$ cat src/rtl/alu_mc.sv
// Multi-cycle ALU execute unit: single-cycle logic/arith ops plus iterative
// shift-add multiply and restoring unsigned divide, with valid/ready on both sides.
module alu_mc #(
  parameter int N = 64
) (
  input  logic         clk,
  input  logic         reset,
  input  logic         in_valid,
  output logic         in_ready,
  input  logic [N-1:0] a,
  input  logic [N-1:0] b,
  input  logic [3:0]   control,
  output logic         out_valid,
  input  logic         out_ready,
  output logic [N-1:0] result,
  output logic         zero,
  output logic         err
);

  localparam int            CW       = (N > 1) ? $clog2(N) : 1;
  localparam logic [CW-1:0] CNT_LAST = CW'(N - 1);

  localparam logic [3:0] OP_AND   = 4'b0000;
  localparam logic [3:0] OP_OR    = 4'b0001;
  localparam logic [3:0] OP_ADD   = 4'b0010;
  localparam logic [3:0] OP_SUB   = 4'b0110;
  localparam logic [3:0] OP_PASSB = 4'b0111;
  localparam logic [3:0] OP_NOR   = 4'b1100;
  localparam logic [3:0] OP_MUL   = 4'b1000;
  localparam logic [3:0] OP_UDIV  = 4'b1001;
  localparam logic [3:0] OP_UREM  = 4'b1010;

  typedef enum logic [1:0] {
    IDLE = 2'd0,
    CALC = 2'd1,
    DONE = 2'd2
  } state_t;

  state_t        state;
  logic [CW-1:0] cnt;

  // Captured operation and iteration registers: acc holds the product
  // accumulator (MUL) or partial remainder (UDIV/UREM); sa is the shifting
  // multiplicand or dividend/quotient; sb the multiplier or divisor.
  logic [3:0]    op;
  logic [N-1:0]  acc;
  logic [N-1:0]  sa;
  logic [N-1:0]  sb;

  logic [N-1:0]  acc_nx;
  logic [N-1:0]  sa_nx;
  logic [N-1:0]  sb_nx;
  logic [N-1:0]  calc_res;
  logic [N:0]    shifted;
  logic [N-1:0]  diff;

  logic [N-1:0]  imm_res;
  logic          imm_err;
  logic          start_calc;
  logic          accept;

  function automatic logic [N-1:0] single_op(input logic [3:0]   c,
                                             input logic [N-1:0] x,
                                             input logic [N-1:0] y);
    logic [N-1:0] r;
    case (c)
      OP_AND:   r = x & y;
      OP_OR:    r = x | y;
      OP_ADD:   r = x + y;
      OP_SUB:   r = x - y;
      OP_PASSB: r = y;
      OP_NOR:   r = ~(x | y);
      default:  r = '0;
    endcase
    return r;
  endfunction

  assign accept     = (state == IDLE) && in_valid && in_ready;
  assign start_calc = (control == OP_MUL) ||
                      (((control == OP_UDIV) || (control == OP_UREM)) && (b != '0));

  // Immediate result for everything that finishes on the accepting edge,
  // including divide-by-zero which bypasses the iteration entirely.
  always_comb begin
    imm_res = single_op(control, a, b);
    imm_err = 1'b0;
    case (control)
      OP_AND, OP_OR, OP_ADD, OP_SUB, OP_PASSB, OP_NOR: imm_err = 1'b0;
      OP_UDIV: begin
        imm_res = '1;
        imm_err = 1'b1;
      end
      OP_UREM: begin
        imm_res = a;
        imm_err = 1'b1;
      end
      OP_MUL:  imm_err = 1'b0;
      default: imm_err = 1'b1;
    endcase
  end

  // One iteration step: shift-add multiply or one restoring-division bit.
  always_comb begin
    acc_nx  = acc;
    sa_nx   = sa;
    sb_nx   = sb;
    shifted = '0;
    diff    = '0;
    if (op == OP_MUL) begin
      if (sb[0]) acc_nx = acc + sa;
      sa_nx = sa << 1;
      sb_nx = sb >> 1;
    end else begin
      shifted = {acc, sa[N-1]};
      diff    = shifted[N-1:0] - sb;
      if (shifted >= {1'b0, sb}) begin
        acc_nx = diff;
        sa_nx  = {sa[N-2:0], 1'b1};
      end else begin
        acc_nx = shifted[N-1:0];
        sa_nx  = {sa[N-2:0], 1'b0};
      end
    end
    calc_res = (op == OP_UDIV) ? sa_nx : acc_nx;
  end

  always_ff @(posedge clk) begin
    if (accept) begin
      op  <= control;
      acc <= '0;
      sa  <= a;
      sb  <= b;
    end else if (state == CALC) begin
      acc <= acc_nx;
      sa  <= sa_nx;
      sb  <= sb_nx;
    end
  end

  always_ff @(posedge clk) begin
    if (!reset) begin
      state     <= IDLE;
      cnt       <= '0;
      in_ready  <= 1'b0;
      out_valid <= 1'b0;
      result    <= '0;
      zero      <= 1'b0;
      err       <= 1'b0;
    end else begin
      case (state)
        IDLE: begin
          in_ready <= 1'b1;
          if (accept) begin
            in_ready <= 1'b0;
            cnt      <= '0;
            if (start_calc) begin
              state <= CALC;
            end else begin
              state     <= DONE;
              out_valid <= 1'b1;
              result    <= imm_res;
              zero      <= (imm_res == '0);
              err       <= imm_err;
            end
          end
        end
        CALC: begin
          cnt <= cnt + 1'b1;
          if (cnt == CNT_LAST) begin
            state     <= DONE;
            out_valid <= 1'b1;
            result    <= calc_res;
            zero      <= (calc_res == '0);
            err       <= 1'b0;
          end
        end
        DONE: begin
          if (out_ready) begin
            state     <= IDLE;
            out_valid <= 1'b0;
            in_ready  <= 1'b1;
          end
        end
        default: begin
          state    <= IDLE;
          in_ready <= 1'b0;
        end
      endcase
    end
  end

endmodule

$ cat config.mk
export PLATFORM = sky130hd
export DESIGN_NAME = alu_mc
export DESIGN_NICKNAME = d
export VERILOG_FILES = /design/src/rtl/alu_mc.sv
export SDC_FILE = /design/constraint.sdc
export NUM_CORES = 2
export LEC_CHECK = 0
export CORE_ASPECT_RATIO = 2
export CORE_MARGIN = 2
export CORE_UTILIZATION = 25
export CTS_BUF_LIST = sky130_fd_sc_hd__clkbuf_16
export DETAILED_ROUTE_END_ITERATION = 12
export PLACE_DENSITY_LB_ADDON = 0.08
export SYNTH_ARGS = -nofsm -noshare
export SYNTH_HDL_FRONTEND = slang
export SYNTH_SLANG_ARGS = --single-unit
$ cat constraint.sdc
create_clock -name clk -period 7.05 [get_ports clk]
set_input_delay 1.0575 -clock clk [delete_from_list [all_inputs] [get_ports clk]]
set_output_delay 1.0575 -clock clk [all_outputs]
set_load 0.02 [all_outputs]
==> run metrics <==
share of flip-flops with an asynchronous set or reset 0%; die height ~500 um; Least-Margin Pin Slew around 1200 ps; Highest Clock Rate around 140 MHz; CP Class input pin to flip-flop; core area approximately 0.12 mm2; TNS Setup 0 ps; Peak VDD IR 200 uV; Hold Path Class flip-flop to flip-flop; clk_lat worst skew between 600 and 700 ps; Setup Skew approximately 17 ps; num rows ~180; synthesized flop and latch total ~270; Initial Utilization 25.2%; Max H-tree Level 1; Final Cycle Share 98.0%; 1st-iter DRT viols around 2700; TritonCTS Buffers 30; hold buffer count at CTS 0; outcome finished clean; Fin Hold WS around 460 ps; most frequent cells in the layout nand2_1, buf_4, a21oi_1; pin count of the biggest net entering global routing roughly 170; GRT Residual Overflow 0; Reg-to-Reg Start sb[48]; crit path max fanout 4; maximum clock insertion buffer count 3; commonest non-fill, non-tap cell in the layout nand2_1; critical path launch point type input pin; layout cells sized above 1 between 10% and 20%; root buf cell clkbuf_16; Ports around 200; leakage roughly 16 nW; reg-to-reg slack, setup approximately 660 ps; RSZ-0062 raised after global routing false; average size of a mapped cell ~7 um2; final WL 179000 um; pwr/cell area ~160 mW/mm2; vias post-DR ~36000; global-route wire length before repair approximately 250000 um; area of the die ~0.13 mm2; Crit. Startpoint b[11]; Relative slew margins between 15 and 20%; Post-synth EDFFs 132; Pins Over Slew Limit 0; syn_nets between 4000 and 5000; post-layout min period ~6900 ps; top_reg_cell synth dfxtp_1; vias per std cell about 5.5; number of global-route vias before repair 36000; final design utilization about a third; CTS tree yes; Seq/Total Area, Yosys about 22%; Layout Cells excl Fill 6609; Yosys Warn Count 0; RR Endpoint zero; final net count between 5000 and 6000; Clock transition at path regs 70 ps; Sink Count roughly 270; Mapped Area a little over 0.03 mm2; WL/cell around 27 um; PortBufs roughly 200; initial antenna violation count 2; r2r worst-path depth 17; CP required around 7600 ps; Max Cap Viol 0; Area Overhead vs Synth 27.2%; hpwl dp between 100000 and 150000 um; Pre-antenna DRT Iters 7; Final ANT Viol Nets 0; Distinct cells, synth 90; post-synthesis cell count 4449; chip width approximately 250 um; GPL Wtd Cong between 0.9 and 1; Worst Setup End Kind flip-flop; final hold vios 0; dpl cells ~6500; DRC 0; crit path DAT between 7000 and 8000 ps; Final setup viols 0; crit path to zero; Total Routing Usage GR between 20% and 30%
## repair_timing
action                                  in CTS  in global routing
endpoints found under the setup margin       2                  4
pin swaps                                    0                  6
resized for setup                            3                 30
setup buffers                                0                  3
## worst min-delay path by stage
stage               startpoint         end  slack [ps]  cells after the start
floorplan               cnt[5]      cnt[5]         450                      1
global placement    result[50]  result[50]         440                      2
detailed placement  result[45]  result[45]         450                      2
CTS                 result[50]  result[50]         460                      2
global route        result[18]  result[18]         470                      2
finish              result[18]  result[18]         460                      2
## cells by family after synthesis
family                     Yosys count  synth area share [%]
AOI/OAI and AO/OA                 1595                  32.7
buffers and inverters              463                  5.64
adders and majority gates          197                  8.01
and+or+nand+nor                   1676                  24.7
muxes                               47                  1.54
DFF                                272                  21.8
xor gates and xnor gates           199                  5.61
## stage by stage
| stage | setup slack [ps] | area [um2] | power (mW) |
|---|---|---|---|
| after floorplan | 76.0 | 31000 | 3.32 |
| after global placement | -804 | 38400 | 4.65 |
| after detailed placement | -757 | 38400 | 4.64 |
| after CTS | 4.21 | 39400 | 6.38 |
| after global routing | 1.26 | 39500 | 6.66 |
| final | 144 | 39500 | 6.35 |
## cell usage after synthesis, drive strengths merged (36+ instances only)
library cell | instances | area (um2)
a211oi | 61 | 458
a21boi | 37 | 278
a21o | 89 | 668
a21oi | 450 | 2260
a222oi | 45 | 450
a31oi | 45 | 297
clkbuf | 297 | 1120
dfxtp | 140 | 2800
edfxtp | 132 | 3960
ha | 194 | 2430
inv | 136 | 510
mux2i | 41 | 410
nand2 | 761 | 2860
nand2b | 36 | 225
nand3 | 100 | 500
nand4 | 74 | 463
nor2 | 313 | 1190
nor3 | 148 | 752
o211ai | 73 | 548
o21a | 44 | 330
o21ai | 427 | 2140
o31ai | 42 | 320
or3 | 44 | 275
xnor2 | 118 | 1030
xor2 | 81 | 709
## where the power goes
part           internal (mW)  switching, mW
logic                   1.07           1.66
registers               1.80          0.114
clock network          0.883          0.816
total                   3.76           2.59
## per-layer routing
metal / vias to the layer above / global-route usage (%) / share of wire (%)
met2: 1147 / 48.8 / 49
met4: 0 / 15.8 / 6.6
met1: 17300 / 32.2 / 40
li1: 17400 / - / -
met3: 284 / 1.46 / 3.6
met5: - / 0 / 0
## area by class of cell
type / instances / area, um2
clock inverter: 25 / 209
clock buffer: 31 / 776
antenna: 2 / 5.00
timing repair buffer: 771 / 6370
inverter: 138 / 524
multi-input combinational: 3714 / 22800
fill: 13500 / 83700
sequential: 272 / 6770
tap: 1656 / 2070
## sequential cells by signal, summed over array words and instances, names as in the netlist
| signal | cells |
|---|---|
| acc | 64 |
| cnt | 6 |
| err | 1 |
| in_ready | 1 |
| op | 4 |
| out_valid | 1 |
| result | 64 |
| sa | 64 |
| sb | 64 |
| state | 2 |
| zero | 1 |
## critical path, stage by stage
cell	delay, ps
clkdlybuf4s50_1	500
buf_4	190
or4_1	580
or4_4	450
nor3_1	200
buf_4	180
buf_4	110
a21oi_1	70
xnor2_1	130
ha_1	310
a21o_1	180
a21o_1	180
a21oi_1	200
o21ai_0	110
nor3_1	670
a21oi_2	220
nor2_1	210
xor2_1	190
o21ai_0	150
or4_1	570
nor3_1	210
buf_4	160
nand4_1	120
o41a_1	420
o31ai_2	80
No activity file was read; power rests on OpenSTA's default activity.
